<file path="config.mk">
export PLATFORM = sky130hd
export DESIGN_NAME = rx_sync_fifo
export DESIGN_NICKNAME = d
export VERILOG_FILES = /design/src/rtl/rx_sync_fifo.sv
export SDC_FILE = /design/constraint.sdc
export NUM_CORES = 1
export LEC_CHECK = 0
export BUFFER_PORTS_ARGS = -buffer_cell sky130_fd_sc_hd__clkbuf_2
export CAP_MARGIN = 25
export CORE_MARGIN = 3
export CORE_UTILIZATION = 55
export DETAILED_ROUTE_END_ITERATION = 6
export GPL_TIMING_DRIVEN = 0
export HOLD_SLACK_MARGIN = 0.06
export PLACE_DENSITY = 0.71
export SLEW_MARGIN = 20
export SYNTH_ARGS = -nofsm -noshare
export SYNTH_HDL_FRONTEND = slang
export SYNTH_SLANG_ARGS = --single-unit
</file>
<file path="constraint.sdc">
create_clock -name Clk -period 2.39 [get_ports Clk]
set_input_delay 0.239 -clock Clk [delete_from_list [all_inputs] [get_ports Clk]]
set_output_delay 0.239 -clock Clk [all_outputs]
set_load 0.05 [all_outputs]
</file>
<file path="src/rtl/rx_sync_fifo.sv">
// Single-clock receive FIFO between the UART receiver and the host read port.
// Define FIFO_FWFT_EN for first-word-fall-through reads; default is a registered read port.
module rx_sync_fifo #(
    parameter int DATA_BITS   = 8,
    parameter int FIFO_DEPTH  = 16,
    parameter int AFULL_LEVEL = 12
) (
    input  logic                               Clk,
    input  logic                               Rst,
    input  logic                               Wr_En,
    input  logic [DATA_BITS-1:0]               Wr_Data,
    input  logic                               BIST_Mode,
    input  logic                               Rd_En,
    output logic [DATA_BITS-1:0]               Rd_Data,
    output logic                               Rd_Valid,
    input  logic                               Clr_Err,
    output logic [$clog2(FIFO_DEPTH+1)-1:0]    Count,
    output logic                               Empty,
    output logic                               Full,
    output logic                               Almost_Full,
    output logic                               Overflow,
    output logic                               Underflow
);

    localparam int PTR_BITS = $clog2(FIFO_DEPTH);
    localparam int CNT_BITS = $clog2(FIFO_DEPTH + 1);

    logic [DATA_BITS-1:0] mem [0:FIFO_DEPTH-1];
    logic [PTR_BITS-1:0]  wr_ptr;
    logic [PTR_BITS-1:0]  rd_ptr;
    logic [CNT_BITS-1:0]  next_count;
    logic                 wr_ok;
    logic                 rd_ok;
    logic                 ovf_event;
    logic                 udf_event;

    // A full FIFO still accepts a write when the same cycle pops an entry.
    assign rd_ok     = Rd_En & ~Empty;
    assign wr_ok     = Wr_En & ~BIST_Mode & (~Full | rd_ok);
    assign ovf_event = Wr_En & ~BIST_Mode & Full & ~rd_ok;
    assign udf_event = Rd_En & Empty;

    always_comb begin
        next_count = Count;
        if (wr_ok && !rd_ok) begin
            next_count = Count + CNT_BITS'(1);
        end else if (rd_ok && !wr_ok) begin
            next_count = Count - CNT_BITS'(1);
        end
    end

    always_ff @(posedge Clk) begin
        if (!Rst && wr_ok) begin
            mem[wr_ptr] <= Wr_Data;
        end
    end

    // Status flags are registered from next_count so they always agree with Count.
    always_ff @(posedge Clk) begin
        if (Rst) begin
            wr_ptr      <= '0;
            rd_ptr      <= '0;
            Count       <= '0;
            Empty       <= 1'b1;
            Full        <= 1'b0;
            Almost_Full <= 1'b0;
            Overflow    <= 1'b0;
            Underflow   <= 1'b0;
        end else begin
            if (wr_ok) begin
                wr_ptr <= wr_ptr + PTR_BITS'(1);
            end
            if (rd_ok) begin
                rd_ptr <= rd_ptr + PTR_BITS'(1);
            end
            Count       <= next_count;
            Empty       <= (next_count == '0);
            Full        <= (next_count == CNT_BITS'(FIFO_DEPTH));
            Almost_Full <= (next_count >= CNT_BITS'(AFULL_LEVEL));
            if (ovf_event) begin
                Overflow <= 1'b1;
            end else if (Clr_Err) begin
                Overflow <= 1'b0;
            end
            if (udf_event) begin
                Underflow <= 1'b1;
            end else if (Clr_Err) begin
                Underflow <= 1'b0;
            end
        end
    end

`ifdef FIFO_FWFT_EN
    assign Rd_Data  = Empty ? '0 : mem[rd_ptr];
    assign Rd_Valid = ~Empty;
`else
    logic [DATA_BITS-1:0] rd_data_q;
    logic                 rd_valid_q;

    // The head is sampled before any same-edge write, so a full-FIFO read+write returns the old head.
    always_ff @(posedge Clk) begin
        if (Rst) begin
            rd_data_q  <= '0;
            rd_valid_q <= 1'b0;
        end else begin
            rd_valid_q <= rd_ok;
            if (rd_ok) begin
                rd_data_q <= mem[rd_ptr];
            end
        end
    end

    assign Rd_Data  = rd_data_q;
    assign Rd_Valid = rd_valid_q;
`endif

endmodule

</file>
Word level (Yosys, flattened, before mapping)
Memories as Yosys holds them, arrays and structs flattened. A register that Yosys moved wholly into a read port is not among the register bits.
Cells that the tools add are included.
{"block": "totals", "ramBits": 128, "n_memories": 1, "out_inout_bits": 19, "wordCells": 43, "ff_bits": 19, "input_bits": 14}
{"block": "classes", "bitwise": 11, "n_lt_le_gt_ge": 1, "addsub": 4, "n_eq_ne": 1, "n_reduce_logical": 9, "muxes": 7}
{"memory": "mem", "words": 16, "width": 8, "rd": 1, "rd_ports_with_merged_regs": 1, "write_ports": 1, "line_no": "28", "rtl": "logic [DATA_BITS-1:0] mem [0:FIFO_DEPTH-1];"}
{"operator": "5-bit two-way mux", "count": 2}
{"operator": "4-bit by 1-bit adder with 4-bit output (second input constant)", "count": 2}
{"operator": "1-bit bitwise AND", "count": 6}
{"operator": "5-bit by 1-bit adder with 5-bit output (second input constant)", "count": 1}
{"operator": "5-bit equality test (second input constant)", "count": 1}
{"operator": "5-bit by 4-bit greater-or-equal comparator with 1-bit output (second input constant)", "count": 1}
{"operator": "5-bit logical NOT", "count": 1}
{"operator": "1-bit two-way mux", "count": 5}
{"operator": "5-bit by 1-bit subtractor with 5-bit output (second input constant)", "count": 1}
{"operator": "1-bit inverter", "count": 4}
{"operator": "2-bit nonzero test", "count": 2}
{"operator": "1-bit logical AND", "count": 3}
{"operator": "1-bit logical NOT", "count": 3}
{"operator": "1-bit bitwise OR", "count": 1}

Longest topological paths before layout
Gate-level depths: netlist of the first run.
{"block": "depth", "depth_word": 9, "depth_mapped": 7, "ltp_nobuf": 7}

Worst setup path after synthesis of the first run
Ideal clock, no wire load.
{"block": "synth_path", "path_type": "register to register", "start": "reg Empty", "end": "mem mem[0][0], enable pin", "required_ns": 2.007, "slack_ns": -0.058, "setup_ns": 0.383, "path_buffers": 0, "arrival_time_ns": 2.064, "path_stages_with_launch": 6, "period_less_slack_ns": 2.448, "cell_sequence": "dfxtp_1 nand2b_1 a21oi_1 and2_1 nand2_1 nor3_1"}
{"block": "synth_via", "elab_chain_cells": 7}
{"element": "start: declaration", "line_no": "18", "rtl": "output logic Empty,"}
{"element": "start signal: assignment", "line_no": "77", "rtl": "Empty <= (next_count == '0);"}
{"element": "1-bit inverter", "line_no": "38", "rtl": "assign rd_ok = Rd_En & ~Empty;"}
{"element": "1-bit bitwise AND", "line_no": "38"}
{"element": "1-bit bitwise OR", "line_no": "39", "rtl": "assign wr_ok = Wr_En & ~BIST_Mode & (~Full | rd_ok);"}
{"element": "1-bit bitwise AND", "line_no": "39"}
{"element": "1-bit logical AND", "line_no": "53", "rtl": "if (!Rst && wr_ok) begin"}
{"element": "1-bit two-way mux", "line_no": "53"}
{"element": "1-bit two-way mux (not written as such)", "line_no": "54", "rtl": "mem[wr_ptr] <= Wr_Data;"}
{"element": "end: declaration", "line_no": "28"}
Every way passes these cells.

Final worst setup path of the first run
{"block": "layout_path", "start": "reg Empty", "end": "mem mem[9][6], enable pin"}
The elaborated chain is that of the path after synthesis.

==> impl_metrics.tcl, run 1 <==
set metrics [dict create \
    status "finished, final reports clean" \
    fin_crit_sh_pct 95.0 \
    syn_area_um2 6160 \
    worstMarginPinSlew_ns 0.727 \
    clk_pin_slew_ns 0.06 \
    final_common_cell "edfxtp_1" \
    slowest_stage "nor2_2" \
    routed.top_layer "met4" \
    place_congestion 0.799 \
    syn_nets 374 \
    synthFlopType "edfxtp_1" \
    fmax_mhz 440 \
    dieWidth_um 112 \
    vias_per_cell 5.82 \
    async_reset_ff_share_pct 0 \
    met2_length_mm 6.14 \
    utilization_pct 65.9 \
    port_buffers 31 \
    fin_ws_ns 0.119 \
    area_growth_pct 16.5 \
    critPathMaxFanout 8 \
    ir_worst_vdd_uv 694 \
    path_class "reg2reg" \
    synth_area_leaders "edfxtp_1 (62%), dfxtp_1 (8.8%), mux4_2 (7.3%), mux4_1 (5.1%), nor2_1 (2.3%)" \
    place_ws_ns -0.195 \
    grt_pass1_wl_mm 18.7 \
    setup_viol 0 \
    setup_tns_ns 0 \
    synth_edf_count 128 \
    initial_core_util_pct 56.6 \
    clock-sinks 155 \
    startpoint_type "flip-flop" \
    yosys_warnings 0 \
    met1Wirelength_mm 5.19 \
    synthDominantCellAreaShare_pct 62.4 \
    root_buffer "clkbuf_8" \
    final_cell_mix "edfxtp_1 (128), clkbuf_2 (32), dfxtp_1 (27)" \
    fp.coreArea_um2 10900 \
    num_vias 3267 \
    routed_wirelength_mm 12.1 \
    path_cells "nand2b_1 -> a21oi_2 -> and2_1 -> nand2_1 -> nor2_2" \
    drt_iter0_drc 335 \
    multi_input_area_um2 1720 \
    slew_headroom_pct 51.5 \
    finalHoldViolCount 0 \
    antenna_left 0 \
    maxCapViolCount 0 \
    rsz0062_at_grt "true" \
    synth_top_area_cell "edfxtp_1" \
    cts_buffer_depth 2 \
    crit_buf_inv 0 \
    cp.depth 5 \
    cts_buffers 17 \
    cts_max_level 4 \
    die_area_um2 12500 \
    met3_length_um 616 \
    register_area_um2 4380 \
    synth_seq_cells 155 \
    n_antenna_cell 0 \
    rows 38 \
    postSynthCellCount 353 \
    dpl_cell_area_um2 6510 \
    p_per_area_nw_per_um2 879 \
    hold_class "in2reg" \
    drive_gt1_share_pct 28.0 \
    n_fill_cell 753 \
    cp_top_family "simple AND/OR/NAND/NOR gates" \
    fin_area_um2 7180 \
    drc 0 \
    grt_pass1_vias 3300 \
    fp.dieH_um 112 \
    antenna_found_initial 0 \
    grt_max_degree 17 \
    insertion_delay_ns 0.53 \
    first_pass_iters 5 \
    ys_seq_area_share_pct 71.2 \
    r2r_cells 5 \
    dp.final_hpwl_mm 7.76 \
    arrival_ns 2.44 \
    min_period_ns 2.27 \
    cp_slowest_stage_delay_ns 0.48 \
    finalNetCount 429 \
    synth_cell_types 39 \
    num_io_pins 33 \
    routedWlPerCell_um 21.6 \
    crit_required_ns 2.56 \
    cts_tree "done" \
    overflow 0 \
    endpoint_kind "flip-flop" \
    grt_util_all_layers_pct 20.7 \
    syn_avg_cell_area_um2 17.4 \
    fin_worst_skew_ns 0.00800 \
    p_leak_nw 2.38 \
    min_path_cells 1 \
    slew_violations 0 \
]
[final timing paths]
kind,from,to,slack (ns)
min reg2reg,Rd_Data[0]$_SDFFE_PP0P_,Rd_Data[0]$_SDFFE_PP0P_,0.50
min,Wr_Data[3],mem[3][3]$_DFFE_PP_,0.16
max,Empty$_SDFF_PP1_,mem[9][6]$_DFFE_PP_,0.12
max reg2reg,Empty$_SDFF_PP1_,mem[9][6]$_DFFE_PP_,0.12
[report_power, final]
| group | internal, W | total [W] | switching (W) |
|---|---|---|---|
| sequential | 0.00299 | 0.00304 | 0.0000519 |
| combinational | 0.000341 | 0.000893 | 0.000552 |
| clock | 0.00129 | 0.00238 | 0.00109 |
| total | 0.00462 | 0.00631 | 0.00169 |
[routing by layer]
metal	vias to the layer above	global-route usage (%)
li1	1517	-
met1	1647	27.0
met2	87	34.0
met3	16	5.43
met4	0	7.54
met5	-	0
[state kept, by name, indices dropped and copies added, names as in the netlist]
register     count
rd_ptr           4
Underflow        1
Rd_Data          8
Overflow         1
Count            5
mem            128
Almost_Full      1
Rd_Valid         1
Empty            1
wr_ptr           4
Full             1
[cell usage after synthesis (2+ instances only)]
cell type and instances:
and2_1 3, xor2_1 5, clkbuf_1 2, xnor2_1 4, mux4_2 20, mux4_1 12
nor2_1 37, edfxtp_1 128, nor3_1 10, o21a_1 3, nor2b_1 3, ha_1 7
dfxtp_1 27, nor4_1 3, nand4_1 2, a22oi_1 18, clkdlybuf4s25_2 2, buf_4 3
nand2_1 9, a21oi_1 20, buf_2 5, nand2b_1 5, inv_1 6, buf_6 4
[layout make-up]
class / instances / area share [%]
Inverter: 6 / 0.314
Clock buffer: 17 / 5.77
Sequential cell: 155 / 61.1
Timing Repair Buffer: 36 / 3.00
Buffer: 19 / 1.90
Multi-Input combinational cell: 173 / 23.9
Tap cell: 140 / 2.44
Clock inverter: 15 / 1.59
[what timing repair did]
| action | 4_1_cts | 5_1_grt |
|---|---|---|
| resized for setup | 8 | 13 |
| hold endpoints to repair | 7 | 0 |
| pin swaps | 0 | 1 |
| hold buffers | 4 | 0 |
| setup endpoints to repair | 128 | 128 |
| buffers inserted | 0 | 1 |
[cell families (layout without fill, tap and decap cells)]
kind of cell	count (synthesis)	in the layout	synth area share, %
AOI/OAI and AO/OA	46	46	4.77
xor gates and xnor gates	9	9	1.28
DFF	155	155	71.2
buffers and inverters	25	93	2.58
and+or+nand+nor	78	78	6.15
muxes	33	33	12.6
adders and majority gates	7	7	1.42
[metrics by stage]
stage	hold WS [ns]	power, W	std cells
after floorplan	0.338	0.00374	353
after global placement	0.465	0.00395	524
after detailed placement	0.484	0.00397	524
after CTS	0.135	0.00635	560
after global routing	0.160	0.00654	561
final	0.160	0.00631	561
Note: power is estimated with default switching activity, not from simulation.
==> inputs of run 2 (changes only) <==
--- a/config.mk
+++ b/config.mk
@@ -8,11 +8,11 @@
 export BUFFER_PORTS_ARGS = -buffer_cell sky130_fd_sc_hd__clkbuf_2
 export CAP_MARGIN = 25
 export CORE_MARGIN = 3
-export CORE_UTILIZATION = 55
+export CORE_UTILIZATION = 45
 export DETAILED_ROUTE_END_ITERATION = 6
 export GPL_TIMING_DRIVEN = 0
 export HOLD_SLACK_MARGIN = 0.06
-export PLACE_DENSITY = 0.71
+export PLACE_DENSITY = 0.6
 export SLEW_MARGIN = 20
 export SYNTH_ARGS = -nofsm -noshare
 export SYNTH_HDL_FRONTEND = slang
==> impl_metrics.tcl, run 2 (synthesis results as in run 1) <==
set metrics [dict create \
    p_total_w 0.00679 \
    worstSetupStartpoint "Empty$_SDFF_PP1_" \
    fp.dieH_um 123 \
    antenna_left 0 \
    min_period_ns 2.21 \
    cts_buffers 17 \
    hold_buffers 0 \
    drc 0 \
    fin_crit_sh_pct 92.4 \
    endpoint_kind "flip-flop" \
    crit_buf_inv 0 \
    area_growth_pct 19.3 \
    grt_util_all_layers_pct 18.6 \
    grt_max_degree 17 \
    cts_tree "done" \
    fp.coreArea_um2 13300 \
    r2r_start "Empty$_SDFF_PP1_" \
    hold_slack_ns 0.0887 \
    n_antenna_cell 0 \
    clk_pin_slew_ns 0.06 \
    dieWidth_um 123 \
    drt_iter0_drc 224 \
    fin_worst_skew_ns 0.00788 \
    dpl_cell_area_um2 6560 \
    place_ws_ns -0.301 \
    setup_viol 0 \
    p_per_area_nw_per_um2 924 \
    first_pass_iters 4 \
    hp-start "Rst" \
    path_cells "nand2b_1 -> a21oi_4 -> and2_1 -> nand2_1 -> nor2_2" \
    regMostFlops "mem" \
    worstMarginPinSlew_ns 0.684 \
    n_fill_cell 1061 \
    p_leak_nw 2.45 \
    slew_headroom_pct 54.4 \
    finalNetCount 427 \
    grt_pass1_vias 3275 \
    dp.final_hpwl_mm 8.35 \
    die_area_um2 15100 \
    status "finished, final reports clean" \
    placed_cells 560 \
    num_io_pins 33 \
    insertion_delay_ns 0.43 \
    fmax_mhz 453 \
    initial_core_util_pct 46.3 \
    routed_wirelength_mm 12.7 \
    drive_gt1_share_pct 28.4 \
    cts_max_level 4 \
    cp_slowest_stage_delay_ns 0.45 \
    grt_pass1_wl_mm 19.7 \
    final_common_cell "edfxtp_1" \
    largest_register_ffs 128 \
    cp_top_family "simple AND/OR/NAND/NOR gates" \
    critPathMaxFanout 8 \
    arrival_ns 2.28 \
    rsz0062_at_grt "false" \
    routedWlPerCell_um 21.4 \
    antenna_found_initial 0 \
    rows 42 \
    vias_per_cell 5.42 \
    ir_worst_vdd_uv 697 \
    hold_class "in2reg" \
    port_buffers 31 \
    num_vias 3224 \
    cts_buffer_depth 2 \
    path_class "reg2reg" \
    clock-sinks 155 \
    fin_ws_ns 0.181 \
    root_buffer "clkbuf_16" \
    overflow 0 \
    place_congestion 0.798 \
    finalHoldViolCount 0 \
    crit_required_ns 2.46 \
    maxCapViolCount 0 \
    startpoint_type "flip-flop" \
    final_cell_mix "edfxtp_1 (128), clkbuf_2 (32), dfxtp_1 (27)" \
    fin_cells 595 \
    slew_violations 0 \
    fin_area_um2 7350 \
    slowest_stage "nor2_2" \
]
==> run 2: cell types whose count changed in the layout (fill, tap and decap cells not counted), sizes merged <==
| cell | previous run | this run |
|---|---|---|
| bufinv | 0 | 5 |
| clkinv | 5 | 8 |
| inv | 13 | 7 |
| clkbuf | 52 | 53 |
| clkinvlp | 3 | 0 |
| buf | 14 | 16 |
| dlygate4sd3 | 4 | 0 |
==> run 2: final timing paths <==
check | endpoint | slack, ns | cells past startpoint
max reg2reg | mem[5][0]$_DFFE_PP_ | 0.18 | 5
min reg2reg | Overflow$_SDFFE_PP0P_ | 0.49 | 2
min | rd_ptr[1]$_SDFFE_PP0P_ | 0.09 | 2
max | mem[5][0]$_DFFE_PP_ | 0.18 | 5
==> run 2: routing by layer <==
metal	track usage (%)	part of all wire, %	wire length (um)	vias to the layer above
li1	-	-	-	1505
met4	6.78	1.4	180	0
met3	4.89	6.6	840	16
met1	25.7	45	5720	1613
met5	0	0	0	-
met2	28.6	47	6010	90
==> run 2: cell type report <==
class,count,area [um2],area share [%]
Sequential cell,155,4380,59.6
Tap cell,176,220,3.00
Clock inverter,14,200,2.72
Buffer,19,136,1.86
Clock buffer,18,429,5.84
Multi-Input combinational cell,173,1740,23.7
Timing Repair Buffer,34,215,2.93
Inverter,6,22.5,0.306
==> run 2: repair_timing <==
| action | CTS | global route |
|---|---|---|
| pin swaps | 0 | 3 |
| setup endpoints to repair | 128 | 64 |
| buffers inserted | 0 | 3 |
| hold endpoints to repair | 0 | 0 |
| gates resized for setup | 21 | 5 |
==> run 2: power by group <==
part | switching [W] | internal [W]
clock | 0.00104 | 0.00184
sequential | 0.0000551 | 0.00299
combinational | 0.000533 | 0.000338
==> run 2: worst register-to-register path: cells and delay by family (launching register included) <==
| family | cells | cell delay, ns |
|---|---|---|
| and+or+nand+nor | 4 | 1.22 |
| AOI/OAI and AO/OA | 1 | 0.30 |
| DFF | 1 | 0.33 |
==> run 2: per-stage QoR <==
step / utilization [%] / TNS [ns]
floorplan: - / -0.900
detailed placement: 49.3 / -26.36
CTS: 54.6 / -0.447
global route: 55.3 / 0
finish: 55.3 / 0
global placement: 49.2 / -26.53
